--- src/rtl/wavelet_coef_packer_if.sv ---
// Byte-stream bundle for the wavelet coefficient packer:
// pair input side and tagged byte output side.
interface wavelet_coef_packer_if;
    logic       in_valid;
    logic       in_ready;
    logic [7:0] in_l;
    logic [7:0] in_h;
    logic       out_valid;
    logic       out_ready;
    logic [7:0] out_data;
    logic [1:0] out_tag;

    modport master (
        output in_valid,
        output in_l,
        output in_h,
        output out_ready,
        input  in_ready,
        input  out_valid,
        input  out_data,
        input  out_tag
    );

    modport slave (
        input  in_valid,
        input  in_l,
        input  in_h,
        input  out_ready,
        output in_ready,
        output out_valid,
        output out_data,
        output out_tag
    );
endinterface

--- src/rtl/wavelet_coef_packer.sv ---
// Wavelet L/H pair quantizer and byte packer with pair FIFO.
// Define ZERO_SUPPRESS_EN for zero-H suppression with RUN tokens.
module wavelet_coef_packer #(
    parameter int QSHIFT     = 2,
    parameter int FIFO_DEPTH = 4,
    parameter int MAX_RUN    = 15
) (
    input  logic clk,
    input  logic rst,
    input  logic flush,
    output logic busy,
    wavelet_coef_packer_if.slave bus
);

    localparam int PW = (FIFO_DEPTH > 1) ? $clog2(FIFO_DEPTH) : 1;
    localparam logic [PW:0] DEPTH_C = FIFO_DEPTH[PW:0];
    localparam logic [7:0] MAX_C = MAX_RUN[7:0];

    typedef enum logic [1:0] {
        IDLE,
        EMIT_L,
        EMIT_RUN,
        EMIT_H
    } state_t;

    state_t state, state_n;

    logic [15:0]   mem [FIFO_DEPTH];
    logic [PW-1:0] wptr, rptr;
    logic [PW:0]   count;
    logic          empty, full;
    logic          push, pop, hs;
    logic          rdy_en;
    logic          flush_pend, flush_clr;

    logic [7:0] l_q, qh_q;
    logic [7:0] head_l, head_h, qh_head;
    logic [8:0] mag, qmag, qsgn;
    logic       unused_qsgn;

`ifdef ZERO_SUPPRESS_EN
    logic [7:0] run_q;
    logic       h_pend;
    logic       run_inc, run_clr;
    logic       h_set, h_clr;
`endif

    assign empty = (count == '0);
    assign full  = (count == DEPTH_C);

    // in_ready only looks at registered state, so a same-cycle
    // pop never opens the FIFO early.
    assign bus.in_ready = rdy_en && !full;
    assign push = bus.in_valid && bus.in_ready;
    assign hs   = bus.out_valid && bus.out_ready;

    assign head_l = mem[rptr][15:8];
    assign head_h = mem[rptr][7:0];

    assign mag  = head_h[7] ? (9'd0 - {1'b1, head_h})
                            : {1'b0, head_h};
    assign qmag = mag >> QSHIFT;
    assign qsgn = head_h[7] ? (9'd0 - qmag) : qmag;
    assign qh_head     = qsgn[7:0];
    assign unused_qsgn = qsgn[8];

    always_ff @(posedge clk) begin
        if (push)
            mem[wptr] <= {bus.in_l, bus.in_h};
    end

    always_ff @(posedge clk or posedge rst) begin
        if (rst) begin
            wptr   <= '0;
            rptr   <= '0;
            count  <= '0;
            rdy_en <= 1'b0;
        end else begin
            rdy_en <= 1'b1;
            if (push)
                wptr <= wptr + 1'b1;
            if (pop)
                rptr <= rptr + 1'b1;
            case ({push, pop})
                2'b10:   count <= count + 1'b1;
                2'b01:   count <= count - 1'b1;
                default: count <= count;
            endcase
        end
    end

    always_comb begin
        state_n   = state;
        pop       = 1'b0;
        flush_clr = 1'b0;
`ifdef ZERO_SUPPRESS_EN
        run_inc = 1'b0;
        run_clr = 1'b0;
        h_set   = 1'b0;
        h_clr   = 1'b0;
`endif
        unique case (state)
            IDLE: begin
                if (!empty) begin
                    pop     = 1'b1;
                    state_n = EMIT_L;
                end
`ifdef ZERO_SUPPRESS_EN
                else if (flush_pend && run_q != 8'd0)
                    state_n = EMIT_RUN;
`endif
                else
                    flush_clr = 1'b1;
            end
            EMIT_L: begin
                if (hs) begin
`ifdef ZERO_SUPPRESS_EN
                    if (qh_q != 8'd0) begin
                        if (run_q != 8'd0) begin
                            state_n = EMIT_RUN;
                            h_set   = 1'b1;
                        end else begin
                            state_n = EMIT_H;
                        end
                    end else begin
                        run_inc = 1'b1;
                        if (run_q + 8'd1 == MAX_C)
                            state_n = EMIT_RUN;
                        else
                            state_n = IDLE;
                    end
`else
                    state_n = EMIT_H;
`endif
                end
            end
            EMIT_RUN: begin
`ifdef ZERO_SUPPRESS_EN
                if (hs) begin
                    run_clr   = 1'b1;
                    h_clr     = 1'b1;
                    state_n   = h_pend ? EMIT_H : IDLE;
                    flush_clr = !h_pend && empty;
                end
`else
                state_n = IDLE;
`endif
            end
            EMIT_H: begin
                if (hs)
                    state_n = IDLE;
            end
        endcase
    end

    always_comb begin
        bus.out_valid = 1'b0;
        bus.out_data  = 8'd0;
        bus.out_tag   = 2'b00;
        unique case (state)
            IDLE: begin
                bus.out_valid = 1'b0;
            end
            EMIT_L: begin
                bus.out_valid = 1'b1;
                bus.out_data  = l_q;
                bus.out_tag   = 2'b00;
            end
            EMIT_RUN: begin
                bus.out_valid = 1'b1;
`ifdef ZERO_SUPPRESS_EN
                bus.out_data  = run_q;
`endif
                bus.out_tag   = 2'b10;
            end
            EMIT_H: begin
                bus.out_valid = 1'b1;
                bus.out_data  = qh_q;
                bus.out_tag   = 2'b01;
            end
        endcase
    end

    always_ff @(posedge clk or posedge rst) begin
        if (rst) begin
            state      <= IDLE;
            l_q        <= 8'd0;
            qh_q       <= 8'd0;
            flush_pend <= 1'b0;
        end else begin
            state <= state_n;
            if (pop) begin
                l_q  <= head_l;
                qh_q <= qh_head;
            end
            // A new flush pulse wins over a same-cycle clear.
            if (flush)
                flush_pend <= 1'b1;
            else if (flush_clr)
                flush_pend <= 1'b0;
        end
    end

`ifdef ZERO_SUPPRESS_EN
    always_ff @(posedge clk or posedge rst) begin
        if (rst) begin
            run_q  <= 8'd0;
            h_pend <= 1'b0;
        end else begin
            if (run_clr)
                run_q <= 8'd0;
            else if (run_inc)
                run_q <= run_q + 8'd1;
            if (h_set)
                h_pend <= 1'b1;
            else if (h_clr)
                h_pend <= 1'b0;
        end
    end
`endif

    assign busy = !empty || (state != IDLE) || flush_pend;

endmodule

--- src/flat_wrapper.sv ---
// flat-port wrapper written by rule: the top's interface ports become plain ports
module wavelet_coef_packer_flat 
#(
    parameter int QSHIFT     = 2,
    parameter int FIFO_DEPTH = 4,
    parameter int MAX_RUN    = 15
)
  (clk, rst, flush, busy, bus_in_valid, bus_in_l, bus_in_h, bus_out_ready, bus_in_ready, bus_out_valid, bus_out_data, bus_out_tag);
  wavelet_coef_packer_if bus_i ();
  input  logic clk;
  input  logic rst;
  input  logic flush;
  output logic busy;
  input wire logic [$bits(bus_i.in_valid)-1:0] bus_in_valid;
  input wire logic [$bits(bus_i.in_l)-1:0] bus_in_l;
  input wire logic [$bits(bus_i.in_h)-1:0] bus_in_h;
  input wire logic [$bits(bus_i.out_ready)-1:0] bus_out_ready;
  output wire logic [$bits(bus_i.in_ready)-1:0] bus_in_ready;
  output wire logic [$bits(bus_i.out_valid)-1:0] bus_out_valid;
  output wire logic [$bits(bus_i.out_data)-1:0] bus_out_data;
  output wire logic [$bits(bus_i.out_tag)-1:0] bus_out_tag;
  assign bus_i.in_valid = bus_in_valid;
  assign bus_i.in_l = bus_in_l;
  assign bus_i.in_h = bus_in_h;
  assign bus_i.out_ready = bus_out_ready;
  assign bus_in_ready = bus_i.in_ready;
  assign bus_out_valid = bus_i.out_valid;
  assign bus_out_data = bus_i.out_data;
  assign bus_out_tag = bus_i.out_tag;
  wavelet_coef_packer #(.QSHIFT(QSHIFT), .FIFO_DEPTH(FIFO_DEPTH), .MAX_RUN(MAX_RUN)) u_core (.clk(clk), .rst(rst), .flush(flush), .busy(busy), .bus(bus_i));
endmodule
--- config.mk ---
export PLATFORM = sky130hd
export DESIGN_NAME = wavelet_coef_packer_flat
export DESIGN_NICKNAME = d
export VERILOG_FILES = /design/src/rtl/wavelet_coef_packer_if.sv /design/src/rtl/wavelet_coef_packer.sv /design/src/flat_wrapper.sv
export SDC_FILE = /design/constraint.sdc
export NUM_CORES = 1
export LEC_CHECK = 0
export CORE_ASPECT_RATIO = 2
export CORE_UTILIZATION = 51
export CTS_CLUSTER_DIAMETER = 30
export DETAILED_ROUTE_END_ITERATION = 7
export PLACE_DENSITY = 0.76
export SETUP_SLACK_MARGIN = 0.02
export SLEW_MARGIN = 15
export SYNTH_ARGS = -nofsm -noshare
export SYNTH_HDL_FRONTEND = slang
export SYNTH_SLANG_ARGS = --single-unit
--- constraint.sdc ---
create_clock -name clk -period 2.5 [get_ports clk]
set_input_delay 0.375 -clock clk [delete_from_list [all_inputs] [get_ports clk]]
set_output_delay 0.375 -clock clk [all_outputs]
set_load 0.02 [all_outputs]
==> flow_summary.yaml, run 1 <==
cts:
  cts_tree: "yes"
  clkTransAtPathRegs_ns: 0.06
  insertion_delay_ns: 0.33
  holdBufCountCts: 0
  cts_root_buffer: "clkbuf_16"
  clock-sinks: 91
  htree_num_levels: 3
  clk_path_buf_depth: 2
  cts_buffers: 9
global_route:
  antenna_found_initial: 0
  globalRouteTotalUtil: 0.194
  grt_max_degree: 28
  grt_pass1_vias: 2317
  grt_overflow: 0
  grt_pass1_wl_um: 11200
floorplanning:
  die_w_um: 63.6
  io_pins: 34
  start_util: 0.529
  core_area_um2: 7320
  dieArea_um2: 7970
  rows: 44
  die_y_um: 125
cells_and_area:
  drive_above_1_share: 0.202
  area_delta_synth_final_pct: 22.5
  insertedDiodeCount: 0
  fin_area_um2: 4750
  nNetsFinal: 340
routing:
  drtAntennaViolNets: 0
  routed_via_density: 5.41
  routed_wl_um: 6840
  dr.pass1.iters: 4
  wire_per_inst_um: 16.7
  num_vias: 2212
  drc_errors: 0
  drtIter0Drc: 94
timing:
  slew_violations: 0
  finClkSkew_ns: 0.00493
  rsz0062_at_grt: "yes"
  hold_violations: 0
  setup_viol: 0
  totalNegativeSetupSlack_ns: 0
  period_share: 0.999
  fin_crit_ns: 2.50
  fmax_ghz: 0.400
synth:
  synthFlopType: "edfxtp_1"
  ys_ff_latch: 91
  ys_seq_area_frac: 0.671
  syn_avg_cell_area_um2: 15.3
  ys_types: 45
  synth_edf_count: 64
  syn_area_um2: 3870
  syn_nets: 282
  syn_inst: 254
  yosysWarnings: 0
  synthArstFlopShare: 0.297
worst_setup_path:
  required_ns: 2.76
  startpoint_type: "flip-flop"
  critPathCaptureType: "flip-flop"
  worstPathArrival_ns: 2.75
  cp_max_fo: 7
  crit_type: "flip-flop to flip-flop"
pwr:
  power_density_nw_per_um2: 1150
  peakVddDrop_uv: 694
  p_total_uw: 5450
  leakagePower_uw: 0.00182
place:
  place_area_um2: 4450
  gp_congestion: 0.832
  io_buffers: 33
  dpl.hpwl_um: 4760
flow_run:
  drv_cap: 0
min_path:
  hp-class: "input port to async pin"
status:
  status: "completed"
state kept, by name, summed over array words and instances (netlist names):
register	count
u_core.count	3
u_core.flush_pend	1
u_core.l_q	8
u_core.mem	64
u_core.qh_q	8
u_core.rdy_en	1
u_core.rptr	2
u_core.state	2
u_core.wptr	2
worst max-delay path, stage by stage (launching register included):
cell	delay (ns)
dfrtp_2	0.41
or4bb_1	0.52
a41o_4	0.32
nand2_4	0.06
xor2_2	0.07
ha_2	0.18
nor2_1	0.07
or4b_4	0.46
a211o_1	0.28
o211ai_2	0.06
logic make-up after synthesis:
family                     count (synthesis)  synth area share
other                                      1          0.000968
adders and majority gates                  7            0.0245
buffers and inverters                     21            0.0226
DFF                                       91             0.671
xor gates and xnor gates                  10            0.0226
muxes                                     24             0.111
AOI/OAI and AO/OA                         20            0.0400
and+or+nand+nor                           80             0.108
where the power goes:
| group | switching [µW] | total (µW) | leakage (µW) | internal (µW) |
|---|---|---|---|---|
| Clock | 524 | 1200 | 0.000125 | 672 |
| Sequential | 172 | 2110 | 0.000904 | 1940 |
| Combinational | 1080 | 2140 | 0.000787 | 1060 |
layout make-up:
| type | instances | area, µm² |
|---|---|---|
| Tap cell | 92 | 115 |
| Fill cell | 522 | 2570 |
| Timing Repair Buffer | 57 | 510 |
| Inverter | 11 | 41.3 |
| Multi-Input combinational cell | 142 | 1210 |
| Clock buffer | 10 | 229 |
| Sequential cell | 91 | 2600 |
| Clock inverter | 6 | 41.3 |
timing repair:
action / CTS / global route
setup endpoints to repair: 2 / 2
resized for setup: 2 / 4
setup buffers: 2 / 0
pin swaps: 2 / 2
through the flow:
step	worst slack [ns]	utilization	std cells	hold slack (ns)
6_report	0.00131	0.648	409	0.403
5_1_grt	-0.0950	0.648	409	0.440
4_1_cts	-0.0232	0.647	409	0.406
3_5_place_dp	-0.0842	0.608	391	0.465
3_3_place_gp	-0.0130	0.608	391	0.453
2_1_floorplan	-0.0689	-	254	0.428
cell usage after synthesis, drive strengths merged (4+ instances only):
cell type	n	area share
edfxtp	64	0.50
nand2	41	0.040
dfrtp	27	0.17
mux4	14	0.085
inv	11	0.011
mux2i	10	0.026
nor2b	10	0.016
o21ai	7	0.0090
clkbuf	6	0.0061
ha	6	0.019
xnor2	5	0.011
xor2	5	0.011
and2	4	0.0065
and3	4	0.0065
buf	4	0.0058
nor2	4	0.0039
cell usage in the layout, fill, tap and decap left out, types with 9 or more instances in the layout:
| cell type | count |
|---|---|
| mux4_2 | 11 |
| edfxtp_1 | 64 |
| clkbuf_16 | 9 |
| clkdlybuf4s50_1 | 33 |
| mux2i_1 | 10 |
| dfrtp_1 | 25 |
| buf_4 | 24 |
| inv_1 | 9 |
| nor2b_1 | 10 |
| nand2_1 | 40 |
routing by layer:
layer	part of all wire	up-vias	track usage
li1	-	1052	-
met1	0.37	1095	0.195
met2	0.56	45	0.357
met3	0.024	20	0.0328
met4	0.036	0	0.122
met5	0	-	0
worst paths after layout:
kind / startpoint / end / slack (ns) / cells after the start
max: u_core.rptr[1] / u_core.qh_q[4] / 0.001 / 9
min: rst / u_core.count[1] / 0.40 / 3
max reg2reg: u_core.rptr[1] / u_core.qh_q[4] / 0.001 / 9
min reg2reg: u_core.flush_pend / u_core.flush_pend / 0.47 / 1
max in group asynchronous: rst / u_core.rptr[1] / 1.81 / 3
min in group clk: u_core.flush_pend / u_core.flush_pend / 0.47 / 1
(Power assumes the default switching activity.)
==> run 2: changes to the inputs <==
--- a/config.mk
+++ b/config.mk
@@ -6,10 +6,10 @@
 export NUM_CORES = 1
 export LEC_CHECK = 0
 export CORE_ASPECT_RATIO = 2
-export CORE_UTILIZATION = 51
+export CORE_UTILIZATION = 52
 export CTS_CLUSTER_DIAMETER = 30
 export DETAILED_ROUTE_END_ITERATION = 7
-export PLACE_DENSITY = 0.76
+export PLACE_DENSITY = 0.74
 export SETUP_SLACK_MARGIN = 0.02
 export SLEW_MARGIN = 15
 export SYNTH_ARGS = -nofsm -noshare
==> constraint.sdc (replaced) <==
create_clock -name clk -period 2.9 [get_ports clk]
set_input_delay 0.435 -clock clk [delete_from_list [all_inputs] [get_ports clk]]
set_output_delay 0.435 -clock clk [all_outputs]
set_load 0.01 [all_outputs]
==> run 2 against run 1 <==
Count of clock-buffer cells in the layout decreased by 1; clock skew increased by 0.0011 ns; critical path depth unchanged; maximum frequency decreased by 8.8%; total power decreased by 18%; non-clock buffer count decreased by 13; global-route usage decreased by 0.25 points; core utilization decreased by 0.50 points; clock power decreased by 9%; cell count decreased by 3.4%; combinational power decreased by 28%.
==> flow_summary.yaml, run 2 (synthesized netlist as in run 1, its figures left out) <==
floorplanning:
  rows: 44
  die_y_um: 124
  core_area_um2: 7210
  dieArea_um2: 7820
  start_util: 0.537
  die_w_um: 63.0
  io_pins: 34
global_route:
  grt_pass1_wl_um: 10800
  grt_max_degree: 28
  grt_pass1_vias: 2175
  antenna_found_initial: 0
  grt_overflow: 0
  globalRouteTotalUtil: 0.192
timing:
  fin_crit_ns: 2.74
  setup_ws_ns: 0.161
  setup_viol: 0
  rsz0062_at_grt: "no"
  hold_violations: 0
  finClkSkew_ns: 0.00603
  period_share: 0.944
  fin_hold_ws_ns: 0.462
  slew_violations: 0
  totalNegativeSetupSlack_ns: 0
  fmax_ghz: 0.365
worst_setup_path:
  worst_path_largest_cell_delay_ns: 0.57
  startpoint_type: "flip-flop"
  critPathTopFamily: "simple AND/OR/NAND/NOR gates"
  crit_type: "flip-flop to flip-flop"
  crit_buf_inv: 0
  path_cells: "or4_4 -> a41o_4 -> nand2_1 -> xor2_1 -> ha_1 -> nor2_1 -> or4b_4 -> a211o_1 -> o211ai_2"
  critPathCaptureType: "flip-flop"
  worstPathArrival_ns: 3.00
  cp_max_fo: 8
  cpMaxStageDelayCell: "or4_4"
  required_ns: 3.16
cts:
  clk_path_buf_depth: 2
  cts_buffers: 9
  htree_num_levels: 3
  cts_tree: "yes"
  cts_root_buffer: "clkbuf_16"
  clock-sinks: 91
  insertion_delay_ns: 0.34
  clkTransAtPathRegs_ns: 0.06
cells_and_area:
  largest_reg_flops: 64
  area_delta_synth_final_pct: 19.8
  drive_above_1_share: 0.132
  mostFrequentLayoutCells: "edfxtp_1, nand2_1, clkdlybuf4s50_1"
  top_regs: "u_core.mem (64), u_core.l_q (8), u_core.qh_q (8)"
  mostFrequentLayoutCell: "edfxtp_1"
  insertedDiodeCount: 0
  largest-register: "u_core.mem"
  nNetsFinal: 327
place:
  place_ws_ns: 0.146
  io_buffers: 33
  dpl.hpwl_um: 4680
  gp_congestion: 0.799
pwr:
  leakagePower_uw: 0.00176
  peakVddDrop_uv: 573
  power_density_nw_per_um2: 964
flow_run:
  drv_cap: 0
routing:
  num_vias: 2137
  routed_via_density: 5.41
  routed_wl_um: 6530
  drtIter0Drc: 79
  drc_errors: 0
  drtAntennaViolNets: 0
  dr.pass1.iters: 4
  wire_per_inst_um: 16.5
status:
  status: "completed"
min_path:
  hp-class: "input port to async pin"
[run 2: changes by cell type in the layout (fill, tap and decap cells not counted), sizes merged]
| cell | change |
|---|---|
| clkinv | +2 |
| bufinv | +1 |
| inv | -1 |
| clkbuf | -1 |
| clkinvlp | -2 |
| buf | -13 |
[run 2: layout make-up]
cell class | count | area (µm²)
multi-input cells | 142 | 1190
inverters | 11 | 41.3
clock inverters | 6 | 57.6
fillers | 542 | 2570
flip-flops and latches | 91 | 2600
clock buffers | 9 | 225
repair buffers | 44 | 413
well taps | 92 | 115
[run 2: worst paths after layout]
kind	cells past startpoint	slack [ns]	from	endpoint
hold / removal	3	0.46	rst	u_core.wptr[0]
setup reg to reg	9	0.16	u_core.rptr[0]	u_core.qh_q[4]
max in group asynchronous	3	2.16	rst	u_core.rptr[0]
min in group clk	2	0.47	u_core.l_q[1]	u_core.l_q[1]
setup / recovery	9	0.16	u_core.rptr[0]	u_core.qh_q[4]
hold reg to reg	2	0.47	u_core.l_q[1]	u_core.l_q[1]
[run 2: report_power, final]
group	internal (µW)	switching, µW	total, µW
clock	654	439	1090
sequential	1670	161	1830
combinational	773	778	1550
total	3090	1380	4470
[run 2: what timing repair did]
| item | CTS | global route |
|---|---|---|
| setup buffers | 0 | 0 |
| setup endpoints to repair | 0 | 2 |
| resized for setup | 0 | 1 |
| hold buffers | 0 | 0 |
[run 2: stage by stage]
step,power [µW],std cells,util,instance area [µm²]
after floorplan,2890,254,-,3870
after global placement,3370,380,0.604,4360
after detailed placement,3420,380,0.604,4360
after CTS,4520,395,0.643,4640
after global routing,4750,395,0.643,4640
final,4470,395,0.643,4640
[run 2: layer usage]
layer / routed length (µm) / vias up / GRT usage
li1: - / 1029 / -
met1: 2530 / 1050 / 0.215
met2: 3610 / 44 / 0.329
met3: 185 / 14 / 0.0440
met4: 206 / 0 / 0.116
met5: 0 / - / 0
[run 2: worst register-to-register path: cells and delay by family, from the launching register on]
family | cells | cell delay [ns]
simple gates | 4 | 1.21
xor+xnor | 1 | 0.07
compound gates | 3 | 0.70
flops | 1 | 0.47
fa+ha+maj | 1 | 0.20
